### src/rtl/violation_logger.sv
// Red-light violation logger: edge-detects per-direction flags, keeps saturating
// counts, queues events in a small FIFO and drives a tick-timed alarm.
module violation_logger #(
  parameter int CNT_W       = 8,
  parameter int FIFO_DEPTH  = 4,
  parameter int ALARM_TICKS = 6
) (
  input  logic             clk,
  input  logic             rst_n,
  input  logic             viol_n,
  input  logic             viol_s,
  input  logic             viol_w,
  input  logic             viol_e,
  input  logic             tick_alarm,
  input  logic             clr,
  input  logic             ev_rd,
  output logic             ev_valid,
  output logic [1:0]       ev_dir,
  output logic [CNT_W-1:0] cnt_n,
  output logic [CNT_W-1:0] cnt_s,
  output logic [CNT_W-1:0] cnt_w,
  output logic [CNT_W-1:0] cnt_e,
  output logic [CNT_W+1:0] cnt_all,
  output logic             ovf,
  output logic             alarm
);

  localparam int AW = $clog2(FIFO_DEPTH);
  localparam logic [7:0]       ALARM_LOAD = 8'(ALARM_TICKS);
  localparam logic [CNT_W-1:0] CNT_MAX    = {CNT_W{1'b1}};

  // Direction index: 0=N, 1=S, 2=W, 3=E (lower index has push priority).
  logic [3:0] viol_v;
  logic [3:0] rise;
  assign viol_v = {viol_e, viol_w, viol_s, viol_n};

  logic [3:0]       viol_d_q;
  logic [3:0]       pend_q, pend_d;
  logic [AW:0]      wr_ptr_q, wr_ptr_d;
  logic [AW:0]      rd_ptr_q, rd_ptr_d;
  logic [1:0]       fifo_q [FIFO_DEPTH];
  logic [CNT_W-1:0] cnt_q [4];
  logic [CNT_W-1:0] cnt_d [4];
  logic [CNT_W+1:0] cnt_all_q, cnt_all_d;
  logic             ovf_q, ovf_d;
  logic [7:0]       alarm_cnt_q, alarm_cnt_d;
  logic             alarm_q;

  logic             empty, full, pop, push;
  logic [3:0]       push_sel, push_clr, merge;
  logic [1:0]       push_dir;
  logic [2:0]       n_rise;
  logic [CNT_W+2:0] all_sum;

  assign rise  = viol_v & ~viol_d_q;
  assign empty = (wr_ptr_q == rd_ptr_q);
  assign full  = (wr_ptr_q[AW] != rd_ptr_q[AW]) &&
                 (wr_ptr_q[AW-1:0] == rd_ptr_q[AW-1:0]);
  assign pop   = ev_rd & ~empty;
  // A full FIFO still accepts when the head leaves in the same cycle.
  assign push  = (|pend_q) & (~full | pop);

  // NOTE: always_comb uses blocking '=' and assigns every output a default first,
  // so the loop's overrides are ordered and no latch is inferred.
  always_comb begin
    push_sel = '0;
    push_dir = '0;
    for (int i = 3; i >= 0; i--) begin
      if (pend_q[i]) begin
        push_sel    = '0;
        push_sel[i] = 1'b1;
        push_dir    = 2'(i);
      end
    end
  end

  assign push_clr = push ? push_sel : 4'b0000;
  assign merge    = rise & pend_q & ~push_clr;
  assign n_rise   = {2'b00, rise[0]} + {2'b00, rise[1]} +
                    {2'b00, rise[2]} + {2'b00, rise[3]};
  assign all_sum  = {1'b0, cnt_all_q} + (CNT_W+3)'(n_rise);

  always_comb begin
    for (int i = 0; i < 4; i++) begin
      cnt_d[i] = cnt_q[i];
      if (clr)                               cnt_d[i] = '0;
      else if (rise[i] && cnt_q[i] != CNT_MAX) cnt_d[i] = cnt_q[i] + 1'b1;
    end
    if (clr)                  cnt_all_d = '0;
    else if (all_sum[CNT_W+2]) cnt_all_d = '1;
    else                      cnt_all_d = all_sum[CNT_W+1:0];
  end

  always_comb begin
    pend_d   = clr ? 4'b0000 : ((pend_q & ~push_clr) | rise);
    ovf_d    = clr ? 1'b0    : (ovf_q | (|merge));
    wr_ptr_d = clr ? '0      : wr_ptr_q + (AW+1)'(push);
    rd_ptr_d = clr ? '0      : rd_ptr_q + (AW+1)'(pop);

    alarm_cnt_d = alarm_cnt_q;
    if (clr)                                 alarm_cnt_d = '0;
    else if (|rise)                          alarm_cnt_d = ALARM_LOAD;
    else if (tick_alarm && alarm_cnt_q != 0) alarm_cnt_d = alarm_cnt_q - 8'd1;
  end

  always_ff @(posedge clk) begin
    if (!rst_n) begin
      viol_d_q    <= '0;
      pend_q      <= '0;
      wr_ptr_q    <= '0;
      rd_ptr_q    <= '0;
      cnt_all_q   <= '0;
      ovf_q       <= 1'b0;
      alarm_cnt_q <= '0;
      alarm_q     <= 1'b0;
      for (int i = 0; i < 4; i++) cnt_q[i] <= '0;
    end else begin
      viol_d_q    <= viol_v;
      pend_q      <= pend_d;
      wr_ptr_q    <= wr_ptr_d;
      rd_ptr_q    <= rd_ptr_d;
      cnt_all_q   <= cnt_all_d;
      ovf_q       <= ovf_d;
      alarm_cnt_q <= alarm_cnt_d;
      alarm_q     <= (alarm_cnt_d != 0);
      for (int i = 0; i < 4; i++) cnt_q[i] <= cnt_d[i];
    end
  end

  // NOTE: FIFO storage is not reset; reset/clr empty the pointers and ev_dir is
  // masked while empty, so stale contents are never observable.
  always_ff @(posedge clk) begin
    if (push) fifo_q[wr_ptr_q[AW-1:0]] <= push_dir;
  end

  assign ev_valid = ~empty;
  assign ev_dir   = empty ? 2'd0 : fifo_q[rd_ptr_q[AW-1:0]];
  assign cnt_n    = cnt_q[0];
  assign cnt_s    = cnt_q[1];
  assign cnt_w    = cnt_q[2];
  assign cnt_e    = cnt_q[3];
  assign cnt_all  = cnt_all_q;
  assign ovf      = ovf_q;
  assign alarm    = alarm_q;

endmodule

### config.mk
export PLATFORM = sky130hd
export DESIGN_NAME = violation_logger
export DESIGN_NICKNAME = d
export VERILOG_FILES = /design/src/rtl/violation_logger.sv
export SDC_FILE = /design/constraint.sdc
export NUM_CORES = 1
export LEC_CHECK = 0
export CAP_MARGIN = 20
export CORE_UTILIZATION = 53
export CTS_CLUSTER_SIZE = 12
export DETAILED_ROUTE_END_ITERATION = 6
export HOLD_SLACK_MARGIN = 0.08
export MAX_ROUTING_LAYER = met4
export PLACE_DENSITY_LB_ADDON = 0.2
export SLEW_MARGIN = 0
export SYNTH_ARGS = -nofsm -noshare
export SYNTH_HDL_FRONTEND = slang
export SYNTH_SLANG_ARGS = --single-unit
### constraint.sdc
create_clock -name clk -period 3.4 [get_ports clk]
set_clock_uncertainty 0.05 [all_clocks]
set_input_delay 0.51 -clock clk [delete_from_list [all_inputs] [get_ports clk]]
set_output_delay 0.51 -clock clk [all_outputs]
set_load 0.02 [all_outputs]
==> results_dict.tcl <==
set metrics [dict create \
    status "finished clean" \
    routed_wire_length_per_instance_um 13.41 \
    grt_pass1_vias 2747 \
    min_path_type "reg2reg" \
    fin_crit_sh 0.9182 \
    synth_xor_area_frac 0.09736 \
    synth-compound-area-share 0.1084 \
    fillers 529 \
    yosysTopAreaCell "dfxtp_1" \
    cp_slowest_cell "clkdlybuf4s50_1" \
    tritoncts "built" \
    grt_overflow 0 \
    cts_buffer_depth 2 \
    start_util 0.5494 \
    switching_share 0.2445 \
    ir_worst_vdd_v 0.0002400 \
    num_vias 2850 \
    critical_path.max_fanout 8 \
    critPathMaxStageDelay_ns 0.49 \
    final_util 0.6783 \
    maxSlewViolCount 0 \
    finalSetupViolCount 0 \
    post_cts_buffers 0 \
    drt-total-wl_um 7093 \
    dpl.hpwl_um 4948 \
    multi_input_area_um2 1847 \
    p_seq_frac 0.524 \
    viasPerCell 5.388 \
    die_h_um 83.36 \
    synthCells 387 \
    muxShareOfSynthArea 0.03281 \
    firstDrtPassIters 4 \
    dieArea_um2 6949 \
    placementRows 29 \
    grt_pass1_wl_um 12250 \
    cts_buffers 9 \
    final-seq-area_um2 1562 \
    antenna_found_initial 0 \
    synth_simple_gate_area_share 0.2357 \
    ys_warn_count 0 \
    remaining_drc_errors 0 \
    grt_start_max_net_pins 52 \
    required_ns 3.61 \
    cts_sinks 74 \
    postCtsResizedCells 0 \
    tightest_slew_ns 0.9900 \
    power.density_nw_per_um2 404.4 \
    syn-num-nets 409 \
    combinationalPowerShare 0.105 \
    ant_nets 0 \
    ys_seq_area_frac 0.4451 \
    synth-edff-count 8 \
    power_mw 1.752 \
    netlist.area_leader.share 0.3766 \
    drive_gt1_frac 0.06416 \
    holdWs_ns 0.4902 \
    htree_levels 3 \
    p_clk_frac 0.371 \
    insertion_delay_ns 0.34 \
    power.net_switching_uw 428.2 \
    syn_area_um2 3508 \
    ctsHoldBuffers 0 \
    area_delta_synth_final_pct 23.47 \
    cp.buffers_inverters 2 \
    endpoint_kind "flip-flop" \
    die_x_um 83.36 \
    criticalPathCategory "in2reg" \
    slew-limit-headroom 0.3400 \
    cts-root-buf "clkbuf_8" \
    drt_iter0_markers 148 \
    track_usage 0.2247 \
    ys.flop_type "dfxtp_1" \
    cp_cell_sequence "clkdlybuf4s50_1 > nor2b_1 > xnor2_1 > xnor2_1 > fa_1 > inv_1 > fa_1 > nand2b_1 > nor2_2 > nand3_1 > or2_2 > a21oi_1" \
    fmax_ghz 0.3203 \
    synth-adder-area-share 0.05064 \
    start_kind "input port" \
    ios 56 \
    ys_top_cells_by_area "dfxtp_1, edfxtp_1, nor2_1" \
    gp_congestion 0.8950 \
    arrival_ns 3.33 \
    power.static_leakage_nw 1.577 \
    synth_top_family_by_area "simple AND/OR/NAND/NOR gates" \
    path_delay_family "simple AND/OR/NAND/NOR gates" \
    core_um2 6386 \
    diodes 0 \
    p_int_mw 1.324 \
    synth-seq-cells 74 \
    nets 469 \
    async_reset_ff_frac 0 \
    final_hold_viol_count 0 \
    synth.avg_cell_area_um2 9.066 \
    maxCapViolCount 0 \
    clk_pin_slew_worst_paths_ns 0.07 \
    ys_types 50 \
    port_buffers 55 \
    rsz0062_at_grt "no" \
    period_needed_ns 3.122 \
]
[per-stage QoR]
stage                     instances  cell area [um2]  setup TNS, ns  setup slack, ns
after CTS                       529             4329              0           0.2182
after floorplan                 387             3508              0           0.4059
after global routing            529             4332              0          0.06529
after global placement          513             4150      -0.005431        -0.003926
after detailed placement        513             4150        -0.7222          -0.1276
final                           529             4332              0           0.2781
[power by group through the flow]
stage,Sequential [mW],Clock (mW),Combinational (mW)
floorplan,0.942,0,0.118
global placement,0.937,0,0.179
detailed placement,0.937,0,0.183
CTS,0.918,0.659,0.186
global route,0.920,0.698,0.207
finish,0.918,0.649,0.185
[metal layers]
metal	vias to the layer above	wire (um)	part of all wire	global-route usage
met5	-	0	0	-
met1	1338	3273	0.46	0.2701
met3	11	244	0.034	0.05666
li1	1453	-	-	-
met4	0	133	0.019	0.09091
met2	48	3441	0.49	0.3614
[placed cells by master (no fill, tap or decap), drive strengths merged, types with 8 or more instances in the layout]
master	count
nor3	10
edfxtp	8
inv	14
ha	11
nor2	60
dfxtp	66
xnor2	23
clkdlybuf4s50	55
xor2	16
o21ai	11
nand2	27
and2	13
a21oi	24
nand3	13
clkbuf	13
[cells in the mapped netlist, types with 2 or more instances]
cell type and number:
and2_1 13, a21o_1 2, or3_1 5, nand3_1 13, dfxtp_1 66, mux4_2 2, a311oi_1 3, inv_1 14
mux2i_1 7, xor2_1 16, and3_1 4, o211ai_1 3, nor4_1 3, xnor2_1 23, ha_1 11, nor3b_1 4
fa_1 2, nand4_1 5, nor3_1 10, a31oi_1 6, o21ai_0 9, and4_1 2, nand2b_1 6, nor2_1 60
nor2b_1 7, o31ai_1 2, clkbuf_1 11, nand2_1 27, a21oi_1 23, edfxtp_1 8
[cells by family (layout without fill, tap and decap cells)]
family | count (synthesis) | count (layout)
compound gates | 59 | 59
mux | 9 | 9
xor+xnor | 39 | 39
fa+ha+maj | 13 | 13
simple gates | 167 | 167
buf+inv | 26 | 91
flops | 74 | 74
[worst reg2reg max path, cell delays in order, from the launching register on]
cell and delay (ns):
dfxtp_1 0.31, nor2b_1 0.19, xnor2_1 0.18, xnor2_1 0.18, fa_1 0.23, inv_1 0.06, fa_1 0.40, nand2b_1 0.19
nor2_2 0.18, nand3_1 0.11, or2_2 0.39, a21oi_1 0.18
[state kept, by name, indices dropped and copies added, names as in the netlist]
name / count
alarm: 1
rd_ptr_q: 3
cnt_all: 10
fifo_q: 8
alarm_cnt_q: 8
pend_q: 4
cnt_q: 32
viol_d_q: 4
wr_ptr_q: 3
ovf: 1
[area by class of cell]
| class | count | area share |
|---|---|---|
| multi-input cells | 287 | 0.4263 |
| flip-flops and latches | 74 | 0.3605 |
| repair buffers | 61 | 0.1375 |
| clock buffers | 13 | 0.03206 |
| well taps | 77 | 0.02224 |
| inverters | 14 | 0.01213 |
| clock inverters | 3 | 0.009243 |
[final timing paths]
| kind | start | to | cells past startpoint | slack, ns |
|---|---|---|---|---|
| worst min-delay path | cnt_q[0][5] | cnt_q[0][5] | 2 | 0.49 |
| worst min register to register | cnt_q[0][5] | cnt_q[0][5] | 2 | 0.49 |
| worst max-delay path | viol_n | cnt_all[7] | 12 | 0.28 |
| worst max register to register | viol_d_q[0] | cnt_all[7] | 11 | 0.67 |
Power figures use the tool's default switching activity.
